### src/rtl/alu_bcd_scan_display_pkg.sv
// Shared types and constants for the registered ALU / BCD / scanned 7-segment display block.
// Holds op codes, FSM states, segment patterns and the BCD glyph table.
package alu_bcd_scan_display_pkg;

    typedef enum logic [1:0] {
        OP_AND = 2'b00,
        OP_ADD = 2'b01,
        OP_SHL = 2'b10,
        OP_MUL = 2'b11
    } op_e;

    typedef enum logic [1:0] {
        ST_IDLE = 2'd0,
        ST_CALC = 2'd1,
        ST_CONV = 2'd2,
        ST_DONE = 2'd3
    } state_e;

    // Segment order is {a,b,c,d,e,f,g}; a 1 lights the segment.
    localparam logic [6:0] SEG_BLANK = 7'b0000000;
    localparam logic [6:0] SEG_DASH  = 7'b0000001;

    function automatic logic [6:0] bcd_glyph(input logic [3:0] digit);
        logic [6:0] glyph;
        case (digit)
            4'd0:    glyph = 7'b1111110;
            4'd1:    glyph = 7'b0110000;
            4'd2:    glyph = 7'b1101101;
            4'd3:    glyph = 7'b1111001;
            4'd4:    glyph = 7'b0110011;
            4'd5:    glyph = 7'b1011011;
            4'd6:    glyph = 7'b1011111;
            4'd7:    glyph = 7'b1110000;
            4'd8:    glyph = 7'b1111111;
            4'd9:    glyph = 7'b1111011;
            default: glyph = SEG_BLANK;
        endcase
        return glyph;
    endfunction

endpackage

### src/rtl/alu_bcd_scan_display_seg7_decode.sv
// Combinational BCD digit to seven-segment decoder with a blanking input.
// Non-decimal nibbles render blank.
module seg7_decode
    import alu_bcd_scan_display_pkg::*;
(
    input  logic [3:0] bcd,
    input  logic       blank,
    output logic [6:0] seg
);

    always_comb begin
        seg = blank ? SEG_BLANK : bcd_glyph(bcd);
    end

endmodule

### src/rtl/alu_bcd_scan_display.sv
// Registered 4-op ALU feeding a sequential double-dabble BCD converter and a
// free-running multiplexed seven-segment display with blanking and overflow dashes.
module alu_bcd_scan_display
    import alu_bcd_scan_display_pkg::*;
#(
    parameter int W        = 4,
    parameter int DIGITS   = 3,
    parameter int SCAN_DIV = 50000
) (
    input  logic           clk,
    input  logic           rst_n,
    input  logic [W-1:0]   A,
    input  logic [W-1:0]   B,
    input  logic [1:0]     S,
    input  logic           start,
    output logic           busy,
    output logic           done,
    output logic [2*W-1:0] result,
    output logic [6:0]     seg,
    output logic [2:0]     DE,
    output logic           led
);

    localparam int RW     = 2 * W;
    localparam int BW     = 4 * DIGITS;
    localparam int CNT_W  = $clog2(RW + 1);
    localparam int SCAN_W = $clog2(SCAN_DIV);

    state_e            state_q,  state_d;
    logic [W-1:0]      a_q,      a_d;
    logic [W-1:0]      b_q,      b_d;
    op_e               op_q,     op_d;
    logic [RW-1:0]     result_q, result_d;
    logic [BW-1:0]     bcd_q,    bcd_d;
    logic [RW-1:0]     bin_q,    bin_d;
    logic [CNT_W-1:0]  bits_q,   bits_d;
    logic              ovf_q,    ovf_d;
    logic [BW-1:0]     disp_q,   disp_d;
    logic              led_q,    led_d;
    logic              valid_q,  valid_d;
    logic [SCAN_W-1:0] scan_q,   scan_d;
    logic [2:0]        idx_q,    idx_d;

    logic [RW-1:0]     alu_res;
    logic [BW-1:0]     bcd_adj;
    logic [3:0]        cur_digit;
    logic              upper_nonzero;
    logic              digit_blank;
    logic [6:0]        digit_seg;

    always_comb begin
        case (op_q)
            OP_AND:  alu_res = RW'(a_q & b_q);
            OP_ADD:  alu_res = RW'(a_q) + RW'(b_q);
            OP_SHL:  alu_res = RW'(a_q) << 1;
            default: alu_res = RW'(a_q) * RW'(b_q);
        endcase
    end

    // Double-dabble correction: any nibble that would reach 10 after the shift gets +3 first.
    always_comb begin
        bcd_adj = bcd_q;
        for (int i = 0; i < DIGITS; i++) begin
            if (bcd_q[4*i +: 4] >= 4'd5) begin
                bcd_adj[4*i +: 4] = bcd_q[4*i +: 4] + 4'd3;
            end
        end
    end

    // NOTE: every signal assigned here gets a default first, so no path can infer a latch.
    always_comb begin
        state_d  = state_q;
        a_d      = a_q;
        b_d      = b_q;
        op_d     = op_q;
        result_d = result_q;
        bcd_d    = bcd_q;
        bin_d    = bin_q;
        bits_d   = bits_q;
        ovf_d    = ovf_q;
        disp_d   = disp_q;
        led_d    = led_q;
        valid_d  = valid_q;
        busy     = 1'b0;
        done     = 1'b0;

        case (state_q)
            ST_IDLE: begin
                if (start) begin
                    a_d     = A;
                    b_d     = B;
                    op_d    = op_e'(S);
                    state_d = ST_CALC;
                end
            end
            ST_CALC: begin
                busy     = 1'b1;
                result_d = alu_res;
                bin_d    = alu_res;
                bcd_d    = '0;
                bits_d   = CNT_W'(RW);
                ovf_d    = 1'b0;
                state_d  = ST_CONV;
            end
            ST_CONV: begin
                busy   = 1'b1;
                bcd_d  = {bcd_adj[BW-2:0], bin_q[RW-1]};
                bin_d  = {bin_q[RW-2:0], 1'b0};
                ovf_d  = ovf_q | bcd_adj[BW-1];
                bits_d = bits_q - CNT_W'(1);
                if (bits_q == CNT_W'(1)) begin
                    state_d = ST_DONE;
                end
            end
            default: begin
                done    = 1'b1;
                disp_d  = bcd_q;
                led_d   = ovf_q;
                valid_d = 1'b1;
                state_d = ST_IDLE;
            end
        endcase
    end

    // The scan runs regardless of the FSM so the display never flickers during a conversion.
    always_comb begin
        scan_d = scan_q + SCAN_W'(1);
        idx_d  = idx_q;
        if (scan_q == SCAN_W'(SCAN_DIV - 1)) begin
            scan_d = '0;
            idx_d  = (idx_q == 3'(DIGITS - 1)) ? 3'd0 : idx_q + 3'd1;
        end
    end

    always_comb begin
        cur_digit     = 4'd0;
        upper_nonzero = 1'b0;
        for (int i = 0; i < DIGITS; i++) begin
            if (idx_q == 3'(i)) begin
                cur_digit = disp_q[4*i +: 4];
            end
            if (3'(i) >= idx_q && disp_q[4*i +: 4] != 4'd0) begin
                upper_nonzero = 1'b1;
            end
        end
        digit_blank = !valid_q || (idx_q != 3'd0 && !upper_nonzero);
    end

    seg7_decode u_seg7_decode (
        .bcd   (cur_digit),
        .blank (digit_blank),
        .seg   (digit_seg)
    );

    // NOTE: state updates use non-blocking assignments so every flop samples pre-edge values.
    // NOTE: the display registers are reset too, so the display comes up blank after reset.
    always_ff @(posedge clk or negedge rst_n) begin
        if (!rst_n) begin
            state_q  <= ST_IDLE;
            a_q      <= '0;
            b_q      <= '0;
            op_q     <= OP_AND;
            result_q <= '0;
            bcd_q    <= '0;
            bin_q    <= '0;
            bits_q   <= '0;
            ovf_q    <= 1'b0;
            disp_q   <= '0;
            led_q    <= 1'b0;
            valid_q  <= 1'b0;
            scan_q   <= '0;
            idx_q    <= 3'd0;
        end else begin
            state_q  <= state_d;
            a_q      <= a_d;
            b_q      <= b_d;
            op_q     <= op_d;
            result_q <= result_d;
            bcd_q    <= bcd_d;
            bin_q    <= bin_d;
            bits_q   <= bits_d;
            ovf_q    <= ovf_d;
            disp_q   <= disp_d;
            led_q    <= led_d;
            valid_q  <= valid_d;
            scan_q   <= scan_d;
            idx_q    <= idx_d;
        end
    end

    assign result = result_q;
    assign DE     = idx_q;
    assign led    = led_q;
    assign seg    = (valid_q && led_q) ? SEG_DASH : digit_seg;

endmodule
### config.mk
export PLATFORM = sky130hd
export DESIGN_NAME = alu_bcd_scan_display
export DESIGN_NICKNAME = d
export VERILOG_FILES = /design/src/rtl/alu_bcd_scan_display_pkg.sv /design/src/rtl/alu_bcd_scan_display_seg7_decode.sv /design/src/rtl/alu_bcd_scan_display.sv
export SDC_FILE = /design/constraint.sdc
export NUM_CORES = 1
export LEC_CHECK = 0
export CAP_MARGIN = 20
export CORE_MARGIN = 10
export CORE_UTILIZATION = 35
export DETAILED_ROUTE_END_ITERATION = 6
export PLACE_DENSITY = 0.64
export SLEW_MARGIN = 20
export SYNTH_ARGS = -nofsm -noshare
export SYNTH_HDL_FRONTEND = slang
export SYNTH_SLANG_ARGS = --single-unit
export TNS_END_PERCENT = 10
### constraint.sdc
create_clock -name clk -period 4.1 [get_ports clk]
set_clock_uncertainty 0.15 [all_clocks]
set_input_delay 1.23 -clock clk [delete_from_list [all_inputs] [get_ports clk]]
set_output_delay 1.23 -clock clk [all_outputs]
set_load 0.05 [all_outputs]
# Yosys cells after proc, flatten, opt, wreduce, memory -nomap -nowiden

Memory sizes are Yosys's and may differ from the RTL's.
Index checks and enable logic that the tools add are counted.
W data, S select, Z words.

$add $sub $neg: 7
Multiply operators: 1
$lt $le $gt $ge: 6
Equality and inequality tests: 10
Multiplexer cells: 23
Bitwise operators: 2
Reduce and logical (&&, ||, !) cells: 20

Operators with widths:

| cell                    | count |
|---|---|
| $mux W4                 | 6 |
| $pmux W12 S2            | 1 |
| $pmux W8 S3             | 1 |
| $add A16 B1 Y16 const B | 1 |
| $eq A16 B16 Y1 const B  | 1 |
| $mux W16                | 1 |
| $pmux W8 S2             | 1 |
| $mux W7                 | 2 |
| $add A4 B2 Y4 const B   | 3 |
| $ge A4 B3 Y1 const B    | 3 |
| $reduce_bool A4 Y1      | 3 |
| $mul A4 B4 Y8           | 1 |
| $pmux W4 S2             | 1 |
| $ge A1 B3 Y1 const A    | 2 |
| $pmux W2 S3             | 1 |
| $add A4 B4 Y5           | 1 |
| $logic_and A1 B1 Y1     | 5 |
| $mux W1                 | 5 |
| $and A4 B4 Y4           | 1 |
| $eq A2 B1 Y1 const B    | 2 |
| $eq A2 B2 Y1 const B    | 2 |
| $eq A4 B1 Y1 const B    | 1 |
| $logic_not A2 Y1        | 2 |
| $mux W2                 | 2 |
| 17 further kinds        | 20 |

Bits in registers: 78
ROM bits: 112
Input bits: 13
Memories kept: 1

Memories:

| name             | words | width | rd ports | clocked after memory_dff | wr ports | line                           | text |
|---|---|---|---|---|---|---|---|
| (name not given) | 16    | 7     | 1        | 0                        | 0        | alu_bcd_scan_display_pkg.sv:25 | `case (digit)` |

# Logic depth before layout (Yosys ltp)

Word-level depth: 10
Mapped depth: 11
Depth with buffers taken out: 11

# By module

A second synthesis with hierarchy kept.

Cell total of the unflattened synthesis: 437
Area total of the unflattened synthesis: 4,540.6 um^2

By module, submodules not included:

| module               | instances | cells an instance | area each (um^2) | seq. area each (um^2) |
|---|---|---|---|---|
| alu_bcd_scan_display | 1         | 406               | 4,310.4          | 1,951.9 |
| seg7_decode          | 1         | 31                | 230.2            | 0.0 |

# Least setup slack after synthesis

No wires, ideal clock.

Path kind: register to output
From: register idx_q[0], in the netlist DE[0]
To: output seg[0]
Arrival: 3.344 ns
Required time: 2.720 ns
Slack: -0.624 ns
Stages on the path, launching flop included: 8
Buffers on the path: 1
Cell sequence: dfrtp_1 > buf_2 > mux2_2 > o21ai_1 > inv_1 > ha_1 > mux2_2 > a221oi_1

Longest elaborated chain between the ends: 10

RTL lines:

| what                                                                   | line                                   | text |
|---|---|---|
| start: declaration                                                     | alu_bcd_scan_display.sv:42             | `logic [2:0] idx_q, idx_d;` |
| start signal: assignment                                               | alu_bcd_scan_display.sv:187            | `idx_q <= idx_d;` |
| parallel branches: the longest is 8 deep, another holds $mem_v2 Z16 W7 | --                                     |  |
| $mux W7 *                                                              | alu_bcd_scan_display_seg7_decode.sv:12 | `seg = blank ? SEG_BLANK : bcd_glyph(bcd);` |
| $mux W7 *                                                              | alu_bcd_scan_display.sv:194            | `assign seg = (valid_q && led_q) ? SEG_DASH : digit_seg;` |
| end: declaration                                                       | alu_bcd_scan_display.sv:19             | `output logic [6:0] seg,` |

Mark *: on every way between the ends.

# Worst setup path in the final report

Same ends and word-level chain as after synthesis.

==> results by group <==
Pwr
  • Worst vdd ir: 0.5178 mV
  • Sequential share of power: 27.6%
  • Leakage: 2.518 nW
  • Sw Share: 40.55%
  • Combinational Power Share: 49.4%
  • Power Density: 725.1 mW/mm²
  • Sw power: 1.595 mW
  • Clock network power share: 23.0%
  • Internal: 2.338 mW

Floorplan
  • Core Footprint: 0.01267 mm²
  • Die area: 0.01790 mm²
  • # IOs: 34
  • Num rows: 41
  • Initial Util: 35.78%
  • Die W: 133.8 µm
  • Die H: 133.8 µm

Timing
  • Final hold violations: 0
  • RSZ-0062 raised after global routing: false
  • Final hold slack: 320.9 ps
  • Period utilization: 93.28%
  • Fmax: 261.5 MHz
  • Post-layout minimum cycle time: 3825 ps
  • Slew @ Worst Pin: 761.1 ps
  • Slew Viols, Final: 0
  • Worst slew margin: 48.88%
  • Final setup vio count: 0

Logic synthesis
  • Synth unique cells: 54
  • Post-synthesis sequential area ratio: 43.06%
  • Post-Syn Area: 0.004533 mm²
  • Net Count, Synth: 481
  • Post-synth EDFFs: 0
  • Post-synth ARST share: 100.0%
  • Syn Area/Cell: 10.57 µm²
  • Ys flop type: dfrtp_1
  • Cells after Synth: 429
  • Seq cells post-synth: 78
  • Yosys warns: 0

Cells and area
  • # diodes: 0
  • Area Growth Syn to Fin: 19.62%
  • Fin util: 42.80%
  • Fraction of layout cells with a size suffix above 1: 14.44%
  • Nets: 512
  • Final non-filler cell total: 636

Hold path
  • HP Start: valid_q
  • HP Class: reg2reg
  • Hold endpoint: valid_q
  • Hold depth: 1

Job
  • Number of max-cap violations: 0

Placement
  • Inst Count DP: 621
  • PortBufs: 33
  • DPL Wire Length: 6609 µm
  • RePlAce Congestion: 0.8356

Worst setup path
  • Worst R2R End: bin_q[6]
  • Slowest CP cell: dfrtp_2
  • Cell depth of the worst flop-to-flop path: 10
  • Critical path type: reg2out
  • Crit. Startpoint: DE[0]
  • R2r setup slk: 700 ps
  • Most Frequent Cell on Critical Path: mux2_2
  • Crit-path max cell delay: 530 ps
  • Critical Path Start Type: flip-flop
  • Crit-path cells: mux2_2 > o21ai_1 > inv_1 > ha_1 > mux2_2 > a221oi_4 > buf_12
  • Top Family by Delay on Critical Path: multiplexers
  • Crit path DAT: 2440 ps
  • CP Buf/Inv Count: 2
  • R2r startpoint: a_q[1]
  • Crit. End Element: output port
  • CP Max Fanout: 17
  • Worst EP required: 2720 ps

Routing
  • Drt wl/cell: 14.56 µm
  • DRC: 0
  • ANT nets after route: 0
  • Via count: 3256
  • Post-Route WL: 9259 µm
  • Via/cell ratio: 5.119
  • Drt first pass iters: 4
  • Initial drt markers: 183

GRT
  • First-pass GRT wire length: 15950 µm
  • Initial antenna violation count: 0
  • Vias in the first global route: 3304
  • Gr ovfl total: 0
  • Tot GR Track Use: 10.52%
  • Largest net degree at the start of global routing: 79

CTS
  • Worst-path clk slew: 60 ps
  • H-tree lvl count: 3
  • CTS Hold Bufs: 0
  • Total CTS buffers: 9
  • Root Driver: clkbuf_16
  • Clk_lat worst skew: 330 ps
  • Max clock buf depth: 2
  • Clk sinks: 78
  • CTS tree: built

Status
  • Status: complete, no violations
[cell usage after synthesis, drive strengths merged, types with 2 or more instances]
cell type  instances  share of area (%)
a211oi             5               0.94
a21o               8                1.3
a21oi             24                2.7
and2               7               0.97
and3               7               0.97
buf                6               0.94
clkbuf            10               0.83
dfrtp             78                 43
fa                 5                2.2
ha                34                9.4
inv               27                2.2
mux2              30                7.5
mux2i             11                2.4
mux4               2               0.99
nand2             25                2.2
nand2b             6               0.83
nand3             15                1.7
nand3b             4               0.66
nand4              3               0.41
nor2              29                2.4
nor2b              4               0.55
nor3               5               0.55
nor3b              2               0.33
nor4               3               0.75
o21ai             23                2.6
o21bai             3               0.50
o221ai             2               0.39
o22ai              3               0.41
o2bb2ai            5               0.97
o31ai              2               0.33
o32ai              3               0.58
xnor2             17                3.3
xor2               9                1.7
[flip-flops by register name (all words and copies together), names as in the netlist]
| register | count |
|---|---|
| disp_q | 12 |
| result | 8 |
| valid_q | 1 |
| state_q | 2 |
| led | 1 |
| scan_q | 16 |
| DE | 3 |
| b_q | 4 |
| bin_q | 8 |
| bits_q | 4 |
| op_q | 2 |
| a_q | 4 |
| bcd_q | 12 |
| ovf_q | 1 |
[layout by cell type (no fill, tap or decap), types with 11 or more instances in the layout]
cell type         n
mux2_2           30
nor2_1           29
inv_1            27
dfrtp_1          77
o21ai_0          21
ha_1             34
clkdlybuf4s50_1  25
a21oi_1          23
nand3_1          15
xnor2_1          17
mux2i_1          11
nand2_1          24
[per-layer routing]
metal	global-route usage (%)	vias to the layer above	wire length (µm)
met3	2.651	12	455
met5	0	-	0
met2	16.82	51	4346
met1	13.54	1618	4336
met4	3.507	0	121
li1	-	1575	-
[kinds of logic (layout without fill, tap and decap cells)]
kind of cell / count (synthesis) / in the layout / share of synthesized area, %
AO/OA/AOI/OAI: 83 / 83 / 11.70
XOR/XNOR: 26 / 26 / 5.023
adder cells (fa/ha/maj): 39 / 39 / 11.59
buffers and inverters: 44 / 79 / 4.085
flip-flops: 78 / 78 / 43.06
multiplexers: 43 / 43 / 10.87
AND/OR/NAND/NOR: 116 / 116 / 13.66
[how the worst max path moves through the flow]
stage	endpoint	slack [ps]	cells after the start
2_1_floorplan	seg[2]	-120	8
3_3_place_gp	seg[0]	510	7
3_5_place_dp	seg[0]	460	7
4_1_cts	seg[0]	100	7
5_1_grt	seg[0]	90	8
6_report	seg[0]	280	7
[cell type report]
type | instances | area [µm²]
clock buffers | 9 | 225.2
clock inverters | 6 | 111.4
fillers | 1223 | 7248
inverters | 28 | 105.1
multi-input cells | 307 | 2414
flip-flops and latches | 78 | 1953
well taps | 172 | 215.2
repair buffers | 36 | 399.1
[power by group through the flow]
| stage | Clock, mW | Sequential [mW] | Combinational [mW] |
|---|---|---|---|
| global route | 0.957 | 1.11 | 2.15 |
| CTS | 0.922 | 1.09 | 1.96 |
| detailed placement | 0 | 1.10 | 1.94 |
| finish | 0.906 | 1.09 | 1.94 |
| floorplan | 0 | 1.14 | 1.37 |
| global placement | 0 | 1.09 | 1.89 |
[per-stage QoR]
stage	worst slack (ps)	TNS, ps	total power [mW]	area [µm²]
3_3_place_gp	506.9	0	2.981	5081
3_5_place_dp	458.2	0	3.039	5081
4_1_cts	103.7	0	3.972	5418
6_report	275.4	0	3.932	5423
5_1_grt	87.94	0	4.214	5423
2_1_floorplan	-122.0	-174.3	2.510	4551
[repair_timing]
| action | in CTS | in global routing |
|---|---|---|
| buffers inserted | 0 | 0 |
| endpoints found under the hold margin | 0 | 0 |
| resized for setup | 0 | 1 |
| endpoints found under the setup margin | 0 | 1 |
Note: power is estimated with default switching activity, not from simulation.
